--- src/rtl/iob_sram_responder_pkg.sv ---
// Shared types for the IOb SRAM responder: FSM encoding and latency counter width.
package iob_sram_responder_pkg;
  localparam int LAT_CNT_W = 2;

  typedef enum logic [1:0] {
    IDLE    = 2'd0,
    RD_WAIT = 2'd1,
    RESP    = 2'd2
  } state_t;
endpackage

--- src/rtl/iob_reg.sv ---
// Generic register with asynchronous active-low reset and clock enable.
module iob_reg #(
  parameter int                DATA_W  = 1,
  parameter logic [DATA_W-1:0] RST_VAL = '0
) (
  input  logic              clk_i,
  input  logic              arst_n_i,
  input  logic              cke_i,
  input  logic [DATA_W-1:0] data_i,
  output logic [DATA_W-1:0] data_o
);
  always_ff @(posedge clk_i or negedge arst_n_i) begin
    if (!arst_n_i)  data_o <= RST_VAL;
    else if (cke_i) data_o <= data_i;
  end
endmodule

--- src/rtl/iob_sram_responder.sv ---
// IOb native bus target in front of a synchronous single-port SRAM.
// Writes complete in the accept cycle; one read is outstanding at a time.
module iob_sram_responder
  import iob_sram_responder_pkg::*;
#(
  parameter int DATA_W     = 32,
  parameter int ADDR_W     = 16,
  parameter int MEM_ADDR_W = ADDR_W - 2,
  parameter int READ_LAT   = 1
) (
  input  logic                  clk_i,
  input  logic                  arst_n_i,
  input  logic                  cke_i,
  input  logic                  iob_avalid_i,
  input  logic [ADDR_W-1:0]     iob_addr_i,
  input  logic [DATA_W-1:0]     iob_wdata_i,
  input  logic [DATA_W/8-1:0]   iob_wstrb_i,
  output logic                  iob_ready_o,
  output logic                  iob_rvalid_o,
  output logic [DATA_W-1:0]     iob_rdata_o,
  output logic                  mem_en_o,
  output logic [DATA_W/8-1:0]   mem_we_o,
  output logic [MEM_ADDR_W-1:0] mem_addr_o,
  output logic [DATA_W-1:0]     mem_d_o,
  input  logic [DATA_W-1:0]     mem_d_i
);
  logic [1:0]           state_raw, state_d;
  state_t               state;
  logic [LAT_CNT_W-1:0] lat_q, lat_d;
  logic [DATA_W-1:0]    rdata_d;
  logic                 rvalid_d;
  logic                 accept;
  logic                 unused_addr_lsb;

  assign state = state_t'(state_raw);

  // Byte lanes come only from wstrb, so the low address bits carry no meaning.
  assign unused_addr_lsb = ^iob_addr_i[1:0];

  assign iob_ready_o = (state == IDLE);
  assign accept      = iob_avalid_i & iob_ready_o & cke_i;
  assign mem_en_o    = accept;
  assign mem_we_o    = accept ? iob_wstrb_i : '0;
  assign mem_addr_o  = iob_addr_i[ADDR_W-1:2];
  assign mem_d_o     = iob_wdata_i;

  always_comb begin
    state_d  = state_raw;
    lat_d    = lat_q;
    rdata_d  = iob_rdata_o;
    rvalid_d = 1'b0;
    case (state)
      IDLE: begin
        if (accept && (iob_wstrb_i == '0)) begin
          state_d = RD_WAIT;
          lat_d   = LAT_CNT_W'(READ_LAT - 1);
        end
      end
      RD_WAIT: begin
        if (lat_q == '0) begin
          rdata_d  = mem_d_i;
          rvalid_d = 1'b1;
          state_d  = RESP;
        end else begin
          lat_d = lat_q - LAT_CNT_W'(1);
        end
      end
      RESP:    state_d = IDLE;
      default: state_d = IDLE;
    endcase
  end

  iob_reg #(.DATA_W(2), .RST_VAL(IDLE)) u_state_reg (
    .clk_i    (clk_i),
    .arst_n_i (arst_n_i),
    .cke_i    (cke_i),
    .data_i   (state_d),
    .data_o   (state_raw)
  );

  iob_reg #(.DATA_W(LAT_CNT_W), .RST_VAL('0)) u_lat_reg (
    .clk_i    (clk_i),
    .arst_n_i (arst_n_i),
    .cke_i    (cke_i),
    .data_i   (lat_d),
    .data_o   (lat_q)
  );

  iob_reg #(.DATA_W(DATA_W), .RST_VAL('0)) u_rdata_reg (
    .clk_i    (clk_i),
    .arst_n_i (arst_n_i),
    .cke_i    (cke_i),
    .data_i   (rdata_d),
    .data_o   (iob_rdata_o)
  );

  // rvalid is registered alongside the RD_WAIT->RESP transition, so it is high exactly in RESP.
  iob_reg #(.DATA_W(1), .RST_VAL(1'b0)) u_rvalid_reg (
    .clk_i    (clk_i),
    .arst_n_i (arst_n_i),
    .cke_i    (cke_i),
    .data_i   (rvalid_d),
    .data_o   (iob_rvalid_o)
  );
endmodule

--- config.mk ---
export PLATFORM = sky130hd
export DESIGN_NAME = iob_sram_responder
export DESIGN_NICKNAME = d
export VERILOG_FILES = /design/src/rtl/iob_sram_responder_pkg.sv /design/src/rtl/iob_reg.sv /design/src/rtl/iob_sram_responder.sv
export SDC_FILE = /design/constraint.sdc
export NUM_CORES = 1
export LEC_CHECK = 0
export BUFFER_PORTS_ARGS = -buffer_cell sky130_fd_sc_hd__buf_4
export CELL_PAD_IN_SITES_DETAIL_PLACEMENT = 1
export CELL_PAD_IN_SITES_GLOBAL_PLACEMENT = 2
export CORE_MARGIN = 5
export CORE_UTILIZATION = 21
export CTS_CLUSTER_DIAMETER = 40
export CTS_CLUSTER_SIZE = 16
export DETAILED_ROUTE_END_ITERATION = 6
export GPL_ROUTABILITY_DRIVEN = 1
export PLACE_DENSITY_LB_ADDON = 0.1
export SLEW_MARGIN = 20
export SYNTH_ARGS = -nofsm -noshare
export SYNTH_HDL_FRONTEND = slang
export SYNTH_SLANG_ARGS = --single-unit
--- constraint.sdc ---
create_clock -name clk_i -period 2.8 [get_ports clk_i]
set_input_delay 0.28 -clock clk_i [delete_from_list [all_inputs] [get_ports clk_i]]
set_output_delay 0.28 -clock clk_i [all_outputs]
set_load 0.01 [all_outputs]
# ---- Yosys cells after proc, flatten, opt, wreduce, memory -nomap -nowiden
# Cells that the tools add are included.
dict set report op_classes {
  n_eq_ne 4
  div_mod_pow 0
  order_cmp 0
  bitwise_logic 2
  mul 0
  muxes 9
  add_sub_neg 1
  n_reduce_logical 8
  n_shift 0
}
# cell n
set op_table {}
lappend op_table {{2-bit two-way mux} 4}
lappend op_table {{2-bit case mux with 2 select lines} 2}
lappend op_table {{3-bit AND reduction} 2}
lappend op_table {{2-bit logical NOT} 2}
lappend op_table {{4-bit logical NOT} 1}
lappend op_table {{4-bit two-way mux} 1}
lappend op_table {{2-bit != test (second input constant)} 2}
lappend op_table {{4-bit AND reduction} 1}
lappend op_table {{1-bit bitwise AND} 2}
lappend op_table {{2-bit by 1-bit equality test with 1-bit output (second input constant)} 1}
lappend op_table {{1-bit two-way mux} 2}
lappend op_table {{2-bit by 1-bit != test with 1-bit output (second input constant)} 1}
lappend op_table {{2-bit nonzero test} 1}
lappend op_table {{2-bit by 1-bit subtractor with 2-bit output (second input constant)} 1}
lappend op_table {{1-bit logical AND} 1}
dict set report totals {
  elab_cells 28
  output_inout_bits 85
  mem_count 0
  mem_bits_ro 0
  input_bits 88
  latch_bits 0
  mem_bits_rw 0
  regBits 37
}

# ---- Longest topological paths before layout
# Gate-level depths: netlist of run 1.
dict set report logic_depth {
  depth_word 6
  ltp_mapped 5
  depth_no_buf 5
}

# ---- By module
# A second synthesis of run 1 with hierarchy kept.
dict set report unflattened {
  cells_unflattened 178
  area_unflattened_um2 2534.9
}
# module area_each_um2 seq_area_each_um2 instances cells_per_inst
set by_module_without_submodules {}
lappend by_module_without_submodules {{iob_reg at u_rdata_reg} 1345.0 800.8 1 68}
lappend by_module_without_submodules {iob_sram_responder 1004.7 0.0 1 100}
lappend by_module_without_submodules {{iob_reg at u_lat_reg ...} 72.6 50.0 2 4}
lappend by_module_without_submodules {{iob_reg at u_rvalid_reg} 40.0 25.0 1 2}

# ---- Worst setup path after synthesis of run 1
# No wires, ideal clock.
dict set report synth_timing {
  kind {reg-to-output}
  start {register u_state_reg.data_o[0]}
  end {output mem_we_o[1]}
  required_ns 2.520
  path_stages_with_launch 4
  arrival_ns 1.233
  slack_ns 1.287
  n_path_buf 0
  path_cell_list {dfrtp_1 -> nor2_1 -> and3_1 -> and2_1}
}
dict set report synth_via {
  elab_chain_len 4
}
# element line_no
set synth_rtl {}
lappend synth_rtl {{from (decl)} iob_reg.sv:10} ;# output logic [DATA_W-1:0] data_o
lappend synth_rtl {{from (signal assigned)} iob_reg.sv:14} ;# else if (cke_i) data_o <= data_i;
lappend synth_rtl {{2-bit logical NOT} iob_sram_responder.sv:40} ;# assign iob_ready_o = (state == IDLE);
lappend synth_rtl {{named net iob_ready_o} iob_sram_responder.sv:18} ;# output logic iob_ready_o,
lappend synth_rtl {{1-bit bitwise AND (2 in series)} iob_sram_responder.sv:41} ;# assign accept = iob_avalid_i & iob_ready_o & cke_i;
lappend synth_rtl {{named net mem_en_o} iob_sram_responder.sv:21} ;# output logic mem_en_o,
lappend synth_rtl {{4-bit two-way mux} iob_sram_responder.sv:43} ;# assign mem_we_o = accept ? iob_wstrb_i : '0;
lappend synth_rtl {{to (decl)} iob_sram_responder.sv:22} ;# output logic [DATA_W/8-1:0] mem_we_o,
# The timed path passes the listed nets, and every way through them passes these cells.

# ---- Final worst setup path of run 1
dict set report layout_timing {
  start {register u_state_reg.data_o[0]}
  end {output mem_we_o[0]}
}
dict set report layout_via {
  elab_chain_len 4
}
# element line_no
set layout_rtl {}
lappend layout_rtl {{2-bit logical NOT} iob_sram_responder.sv:40}
lappend layout_rtl {{1-bit bitwise AND (2 in series)} iob_sram_responder.sv:41}
lappend layout_rtl {{4-bit two-way mux} iob_sram_responder.sv:43}
# Every way passes these cells.

==> results.txt, run 1 <==
Outcome - finished, final reports clean
Final GP Congestion - 0.710
Initial Util - 0.215
Die area - 10900 um2
XOR/XNOR share of the synthesized area - 0
Post-DRT Antenna Nets - 0
PD cells - 751 nW/um2
Count leader, synth - buf_4
Fin area - 2350 um2
All-Layer GR Usage - 0.0863
Pin count of the biggest net entering global routing - 38
Fillers - 958
Layout cells sized above 1 - 0.652
Layout Cells excl Fill - 295
Min Tclk post-route - 1.94 ns
TritonCTS clock tree - yes
Worst min-delay path class - input pin to register
Die height - 104 um
Slowest cell on the critical path - dfrtp_1
Hold slack final - 0.222 ns
Mapped Cells - 150
Total Neg Setup Slack - 0 ns
DR WL/cell - 16.3 um
ANT cells - 0
CTS root buf - clkbuf_8
Crit path cell chain - nor2_1 -> and3_1 -> and2_2 -> buf_4
Area share of the largest cell type after synthesis - 0.495
Sequential area share after synthesis - 0.495
Synthesized cell area - 1870 um2
Total clock sinks - 37
Synth Area in Adders - 0.00668
Synth Area in Compound Gates - 0.0274
MaxCap Viol Count - 0
DRT Pass-1 Iters - 2
Clock Skew - 0.00382 ns
Library cells used by synthesis - 23
Hpwl dp - 3730 um
H-tree levels - 2
Max VDD drop - 0.000246 V
# setup viols final - 0
FP Rows - 34
Vias in the first global route - 1467
Violation count after the first detailed-route iteration - 10
Number of post-CTS setup repair buffers - 0
Final #Nets - 275
Syn Area/Cell - 12.5 um2
Post-synth EDFFs - 0
# IOs - 173
Max-slew violations - 0
Rel. slew slack - 0.570
Synthesized flop and latch total - 37
Global-route wire length before repair - 7510 um
Top post-synthesis cells by area - dfrtp_1 49%, mux2_2 19%, buf_4 18%, and2_1 1.3%, o21ai_0 1.3%
Cells after DPL - 286
Top FF cell, synth - dfrtp_1
Post-synth ARST share - 1.00
DRC viols - 0
Type of the worst setup path - register to output port
Worst skew pair latency - 0.28 ns
Slew @ Worst Pin - 0.643 ns
Initial antenna violation count - 0
Placed Area - 2230 um2
Data required time of the critical path - 2.52 ns
RSZ-0062 raised after global routing - no
CP startpoint kind - register
Synth area leader - dfrtp_1
CTS Buf Count - 5
Crit end category - output port
Gr ovfl total - 0
Via/cell ratio - 4.23
FF+latch area - 926 um2
Maximum clock path buffer count - 2
Final Routed Wirelength - 4810 um
WP data arrival - 1.66 ns
Port Buffers - 78
Via Count - 1248
LEAKAGE - 1.25 nW
Period utilization - 0.691
Crit-path max FO - 7
Mux contribution to synthesized area - 0.193
Main combinational cell family by area after synthesis - buffers and inverters
Final hold violations - 0
Placeable Area - 8720 um2
Die span in x - 104 um
Synth Area in Simple Gates - 0.0755
Syn_nets - 239
Fmax - 517 MHz
Commonest cells post-synth - 46 x buf_4, 37 x dfrtp_1, 32 x mux2_2
Critical path's largest stage delay - 0.47 ns
Area growth, synth to finish - 25.7%
Synth warnings - 0
Clock-pin slew on the worst setup and hold paths - 0.08 ns
Area occupied by multi-input gates - 566 um2
routing by layer:
layer	part of all wire	track usage	vias to the layer above
met5	0	0	-
met4	0.041	0.0463	0
met3	0.13	0.0528	41
met2	0.52	0.153	69
met1	0.31	0.0736	614
li1	-	-	524
per-stage QoR:
stage / util / total power [mW] / worst slack [ns]
after floorplan: - / 1.05 / 1.29
after global placement: 0.255 / 1.28 / 0.950
after detailed placement: 0.255 / 1.31 / 0.881
after CTS: 0.270 / 1.82 / 0.811
after global routing: 0.270 / 1.88 / 0.746
final: 0.270 / 1.77 / 0.864
path summary, 6_finish.rpt:
| path | slack [ns] | from | to | cells past startpoint |
|---|---|---|---|---|
| setup / recovery | 0.86 | u_state_reg.data_o[0]$_DFFE_PN0P_ | mem_we_o[0] | 4 |
| hold / removal | 0.22 | mem_d_i[27] | u_rdata_reg.data_o[27]$_DFFE_PN0P_ | 2 |
| setup reg to reg | 0.92 | u_lat_reg.data_o[0]$_DFFE_PN0P_ | u_rdata_reg.data_o[13]$_DFFE_PN0P_ | 4 |
| hold reg to reg | 0.51 | u_rdata_reg.data_o[11]$_DFFE_PN0P_ | u_rdata_reg.data_o[11]$_DFFE_PN0P_ | 1 |
| max in group asynchronous | 1.95 | arst_n_i | u_lat_reg.data_o[0]$_DFFE_PN0P_ | 2 |
| min in group asynchronous | 0.51 | arst_n_i | u_rdata_reg.data_o[18]$_DFFE_PN0P_ | 2 |
kinds of logic (layout without fill, tap and decap cells):
family | count (synthesis) | in the layout
flip-flops | 37 | 37
AND/OR/NAND/NOR | 18 | 18
AO/OA/AOI/OAI | 8 | 8
buffers and inverters | 54 | 91
multiplexers | 32 | 32
adder cells (fa/ha/maj) | 1 | 1
state kept, by name (all words and copies together) (netlist names):
| signal | cells |
|---|---|
| u_rdata_reg.data_o | 32 |
| u_lat_reg.data_o | 2 |
| u_state_reg.data_o | 2 |
| u_rvalid_reg.data_o | 1 |
worst max-delay path: cells and delay by family (launching register included):
kind                   cells  cell delay (ns)
AND/OR/NAND/NOR            3             0.80
flip-flops                 1             0.47
buffers and inverters      1             0.11
final cells by class:
class / instances / area share
clock buffer: 7 / 0.0367
clock inverter: 1 / 0.0128
inverter: 4 / 0.00638
multi-input combinational: 59 / 0.240
sequential: 37 / 0.393
tap: 108 / 0.0574
timing repair buffer: 79 / 0.253
cell usage in the layout (no fill, tap or decap):
cell type       n
a32o_2          1
and2_1          4
and2_2          1
and3_1          1
buf_4          78
bufinv_16       1
clkbuf_1        1
clkbuf_8        6
dfrtp_1        37
dlygate4sd3_1   1
ha_1            1
inv_1           4
mux2_2         32
nand2_1         3
nand2b_1        1
nand3_1         1
nand4_4         1
nand4b_1        1
nor2_1          1
nor2b_1         1
nor3b_1         1
nor3b_4         1
o211ai_1        2
o21ai_0         5
or4b_4          1
repair_timing:
item / CTS / global route
hold buffers: 1 / 0
hold endpoints to repair: 37 / 0
resized for setup: 0 / 0
where the power goes:
group          internal (mW)  switching, mW
Sequential             0.664         0.0847
Combinational          0.312          0.223
Clock                  0.291          0.194
Note: power is estimated with default switching activity, not from simulation.
==> inputs of run 2 (changes only) <==
- CORE_UTILIZATION: 21 -> 20
- clock period: 2.8 -> 1.9 ns (I/O delays scaled with it)
==> run 2 against run 1 <==
First-iteration DRC count rose to 2.5 times the previous value. Global-route usage rose by 0.25 points. Sequential share of layout area barely moved. Non-clock buffer count is 1 higher. Critical path depth did not move. Wire length increased by 4.7%. Worst setup slack worse by 0.71 ns. Design area increased by 0.11%. Critical endpoint unchanged.
==> results.txt, run 2 (synthesis gave the netlist of run 1 again) <==
Pre-CTS setup slack - -0.0545 ns
Pin count of the biggest net entering global routing - 38
Total clock sinks - 37
CTS Buf Count - 5
Max VDD drop - 0.000368 V
Area occupied by multi-input gates - 587 um2
Layout Cells excl Fill - 300
Crit end category - output port
Initial Util - 0.204
Fillers - 1043
RSZ-0062 raised after global routing - no
PD cells - 1050 nW/um2
Largest register FFs - 32
Via Count - 1237
MaxCap Viol Count - 0
CP startpoint kind - register
All-Layer GR Usage - 0.0888
WP data arrival - 1.55 ns
Area growth, synth to finish - 25.9%
Rel. slew slack - 0.675
Period utilization - 0.917
FP Rows - 35
Worst R2R Path Depth - 4
Worst skew pair latency - 0.29 ns
Fmax - 574 MHz
Max-slew violations - 0
Final #Nets - 277
TritonCTS clock tree - yes
Final GP Congestion - 0.711
Min Tclk post-route - 1.74 ns
Crit path launch - u_state_reg.data_o[0]$_DFFE_PN0P_
Hold depth - 2
ANT cells - 0
Clock-pin slew on the worst setup and hold paths - 0.08 ns
Initial antenna violation count - 0
CTS root buf - clkbuf_8
LEAKAGE - 1.24 nW
Clock Skew - 0.00664 ns
Post-DRT Antenna Nets - 0
Violation count after the first detailed-route iteration - 25
Commonest non-fill, non-tap cell in the layout - buf_4
Port Buffers - 78
Hpwl dp - 3810 um
Outcome - finished, final reports clean
Type of the worst setup path - register to output port
Number of post-CTS setup repair buffers - 0
Layout cells sized above 1 - 0.661
Cells after DPL - 290
Top Registers - u_rdata_reg.data_o x32, u_lat_reg.data_o x2, u_state_reg.data_o x2
PnR Total Power - 2.47 mW
Fin worst setup slack - 0.157 ns
Via/cell ratio - 4.12
DRC viols - 0
Slew @ Worst Pin - 0.488 ns
DRT Pass-1 Iters - 2
# IOs - 173
Gr ovfl total - 0
Register bank with the most flops - u_rdata_reg.data_o
Worst setup path endpoint - mem_we_o[0]
H-tree levels - 2
Final Util - 0.256
FF-to-FF Start - u_lat_reg.data_o[0]$_DFFE_PN0P_
Vias in the first global route - 1477
Final Routed Wirelength - 5040 um
Data required time of the critical path - 1.71 ns
Maximum clock path buffer count - 2
Die area - 11400 um2
Global-route wire length before repair - 7890 um
Crit-path max FO - 8
Commonest cells after routing, fill and taps aside - 79 x buf_4, 37 x dfrtp_1, 32 x mux2_2, 5 x o21ai_0, 5 x clkbuf_8
Worst r2r dst - u_rdata_reg.data_o[9]$_DFFE_PN0P_
Placeable Area - 9200 um2
Final hold violations - 0
Hold slack final - 0.128 ns
DR WL/cell - 16.8 um
Worst min-delay path class - input pin to register
R2R setup slack - 0.19 ns
FF+latch area - 926 um2
Die span in x - 107 um
# setup viols final - 0
Die height - 107 um
run 2: layout make-up:
| cell class | count | share of cell area |
|---|---|---|
| Sequential cell | 37 | 0.393 |
| Timing Repair Buffer | 80 | 0.256 |
| Multi-Input combinational cell | 60 | 0.249 |
| Tap cell | 111 | 0.0589 |
| Clock buffer | 5 | 0.0292 |
| Clock inverter | 3 | 0.00743 |
| Inverter | 4 | 0.00637 |
run 2: metrics by stage:
step | setup TNS [ns] | cell area (um2)
2_1_floorplan | 0 | 1870
3_3_place_gp | 0 | 2240
3_5_place_dp | -1.25 | 2240
4_1_cts | 0 | 2360
5_1_grt | 0 | 2360
6_report | 0 | 2360
run 2: what timing repair did:
item / 4_1_cts / 5_1_grt
setup endpoints to repair: 32 / 0
endpoints found under the hold margin: 37 / 0
resized for setup: 1 / 0
hold buffers: 1 / 0
run 2: how the worst min path moves through the flow:
stage                start                                 end  slack (ns)
5_1_grt        mem_d_i[16]  u_rdata_reg.data_o[16]$_DFFE_PN0P_        0.11
2_1_floorplan     arst_n_i     u_lat_reg.data_o[0]$_DFFE_PN0P_       -0.11
6_report       mem_d_i[30]  u_rdata_reg.data_o[30]$_DFFE_PN0P_        0.13
4_1_cts        mem_d_i[30]  u_rdata_reg.data_o[30]$_DFFE_PN0P_        0.12
3_3_place_gp      arst_n_i  u_rdata_reg.data_o[28]$_DFFE_PN0P_        0.19
3_5_place_dp      arst_n_i  u_rdata_reg.data_o[28]$_DFFE_PN0P_        0.19
run 2: report_power, final:
| group | internal, mW | total (mW) | switching, mW |
|---|---|---|---|
| registers | 0.979 | 1.12 | 0.138 |
| logic | 0.475 | 0.806 | 0.331 |
| clock network | 0.253 | 0.550 | 0.296 |
run 2: worst max-delay path: stages, from the launching register on:
cell     delay (ns)
dfrtp_1        0.56
nor2_1         0.12
and3_1         0.24
and2_2         0.20
buf_4          0.14
run 2: per-layer routing:
layer  share of wire  track usage  vias to the layer above
li1                -            -                      530
met4           0.018       0.0347                        0
met5               0            0                        -
met2            0.50        0.152                       90
met1            0.33       0.0806                      596
met3            0.15       0.0650                       21
==> inputs of run 3 (changes only) <==
- ABC_CLOCK_PERIOD_IN_PS: unset -> 1900
- CELL_PAD_IN_SITES_DETAIL_PLACEMENT: 1 -> unset
- CELL_PAD_IN_SITES_GLOBAL_PLACEMENT: 2 -> unset
- CORE_UTILIZATION: 20 -> 37
- PLACE_DENSITY: unset -> 0.8
- PLACE_DENSITY_LB_ADDON: 0.1 -> unset
==> run 3 against run 2 <==
Utilization is 22 points higher. Worst hold slack better by 0.0079 ns. Critical path type is now register to register. Register-to-register slack worse by 0.02 ns. Sequential share of layout area is 0.68 points higher. Clock power is 7.1% higher.
==> results.txt, run 3 (synthesis gave the netlist of run 1 again) <==
LEAKAGE - 1.26 nW
Placed Area - 2180 um2
Die area - 6580 um2
Max VDD drop - 0.000577 V
ANT cells - 0
Min Tclk post-route - 1.73 ns
Sw frac - 0.283
FF+latch area - 926 um2
Hpwl dp - 2740 um
Final #Nets - 277
Layout cells sized above 1 - 0.661
Fin worst setup slack - 0.175 ns
Total clock sinks - 37
WP data arrival - 1.89 ns
PD cells - 1070 nW/um2
Fin area - 2320 um2
Max-slew violations - 0
Clock Power Share - 0.237
DRC viols - 0
DR WL/cell - 14.6 um
Slew @ Worst Pin - 0.461 ns
Final hold violations - 0
Global-route wire length before repair - 5500 um
Crit-path max FO - 17
Area growth, synth to finish - 23.7%
Die span in x - 81.1 um
Layout Cells excl Fill - 256
Pin count of the biggest net entering global routing - 38
Crit end category - register
Via/cell ratio - 4.63
Outcome - finished, final reports clean
Clock Skew - 0.00652 ns
# IOs - 173
Reg power frac - 0.447
Final Routed Wirelength - 3740 um
RSZ-0062 raised after global routing - no
Cells after DPL - 246
Commonest cells after routing, fill and taps aside - 79 x buf_4, 37 x dfrtp_1, 32 x mux2_2, 7 x clkbuf_8, 5 x o21ai_0
Final Util - 0.481
Fmax - 580 MHz
FP Rows - 25
Worst skew pair latency - 0.28 ns
Violation count after the first detailed-route iteration - 28
Vias in the first global route - 1156
# setup viols final - 0
Data required time of the critical path - 2.06 ns
Rel. slew slack - 0.693
P_int - 1.78 mW
DRT Pass-1 Iters - 4
Worst min-delay path class - input pin to register
MaxCap Viol Count - 0
Placeable Area - 4820 um2
Fillers - 462
CTS Buf Count - 5
Largest register FFs - 32
Initial Util - 0.389
Hold slack final - 0.136 ns
Clock-pin slew on the worst setup and hold paths - 0.07 ns
Final GP Congestion - 0.709
CP startpoint kind - register
All-Layer GR Usage - 0.112
Top Registers - u_rdata_reg.data_o x32, u_lat_reg.data_o x2, u_state_reg.data_o x2
Number of post-CTS setup repair buffers - 0
Combinational Power Share - 0.316
Pre-CTS setup slack - 0.0104 ns
Die height - 81.1 um
Commonest non-fill, non-tap cell in the layout - buf_4
Gr ovfl total - 0
Switch Pwr - 703 uW
Register bank with the most flops - u_rdata_reg.data_o
Via Count - 1185
Area occupied by multi-input gates - 587 um2
TritonCTS clock tree - yes
H-tree levels - 2
Period utilization - 0.908
Initial antenna violation count - 0
Post-DRT Antenna Nets - 0
Type of the worst setup path - register to register
CTS root buf - clkbuf_8
Maximum clock path buffer count - 2
Port Buffers - 78
[run 3: cell types whose count changed in the layout (fill, tap and decap cells not counted), sizes merged]
cell,before,now
clkinvlp,1,0
clkbuf,5,7
clkinv,2,1
[run 3: metal layers]
layer | global-route usage | part of all wire | up-vias
li1 | - | - | 533
met1 | 0.116 | 0.36 | 566
met2 | 0.181 | 0.48 | 72
met3 | 0.0665 | 0.14 | 14
met4 | 0.0524 | 0.020 | 0
met5 | 0 | 0 | -
[run 3: layout make-up]
class,instances,share of cell area
multi-input cells,60,0.253
clock buffers,7,0.0416
clock inverters,1,0.00216
well taps,67,0.0362
flip-flops and latches,37,0.400
inverters,4,0.00648
repair buffers,80,0.260
[run 3: what timing repair did]
item                       CTS  global route
hold endpoints to repair    37             0
pin swaps                    1             1
hold buffers                 1             0
resized for setup            0             1
setup endpoints to repair   27            32
cloned                       0             1
[run 3: critical path, stage by stage, from the launching register on]
cell and delay [ns]:
dfrtp_1 0.42, inv_1 0.07, ha_1 0.34, nand4_4 0.37, mux2_2 0.40
[run 3: power groups by stage]
stage | combinational (mW) | sequential (mW) | clock, mW
floorplan | 0.377 | 1.18 | 0
global placement | 0.774 | 1.10 | 0
detailed placement | 0.788 | 1.12 | 0
CTS | 0.791 | 1.10 | 0.615
global route | 0.857 | 1.14 | 0.656
finish | 0.784 | 1.11 | 0.589
[run 3: through the flow]
step                TNS (ns)  total power, mW
global placement           0             1.88
global route               0             2.65
finish                     0             2.48
floorplan                  0             1.55
CTS                  -0.0705             2.51
detailed placement         0             1.91
[run 3: worst paths after layout]
kind | startpoint | end | slack [ns] | cells after the start
worst min register to register | u_rdata_reg.data_o[24]$_DFFE_PN0P_ | u_rdata_reg.data_o[24]$_DFFE_PN0P_ | 0.51 | 1
worst min-delay path | mem_d_i[18] | u_rdata_reg.data_o[18]$_DFFE_PN0P_ | 0.14 | 2
worst max register to register | u_lat_reg.data_o[0]$_DFFE_PN0P_ | u_rdata_reg.data_o[29]$_DFFE_PN0P_ | 0.17 | 4
max in group asynchronous | arst_n_i | u_rdata_reg.data_o[21]$_DFFE_PN0P_ | 1.17 | 2
worst max-delay path | u_lat_reg.data_o[0]$_DFFE_PN0P_ | u_rdata_reg.data_o[29]$_DFFE_PN0P_ | 0.17 | 4
min in group asynchronous | arst_n_i | u_rdata_reg.data_o[6]$_DFFE_PN0P_ | 0.41 | 2
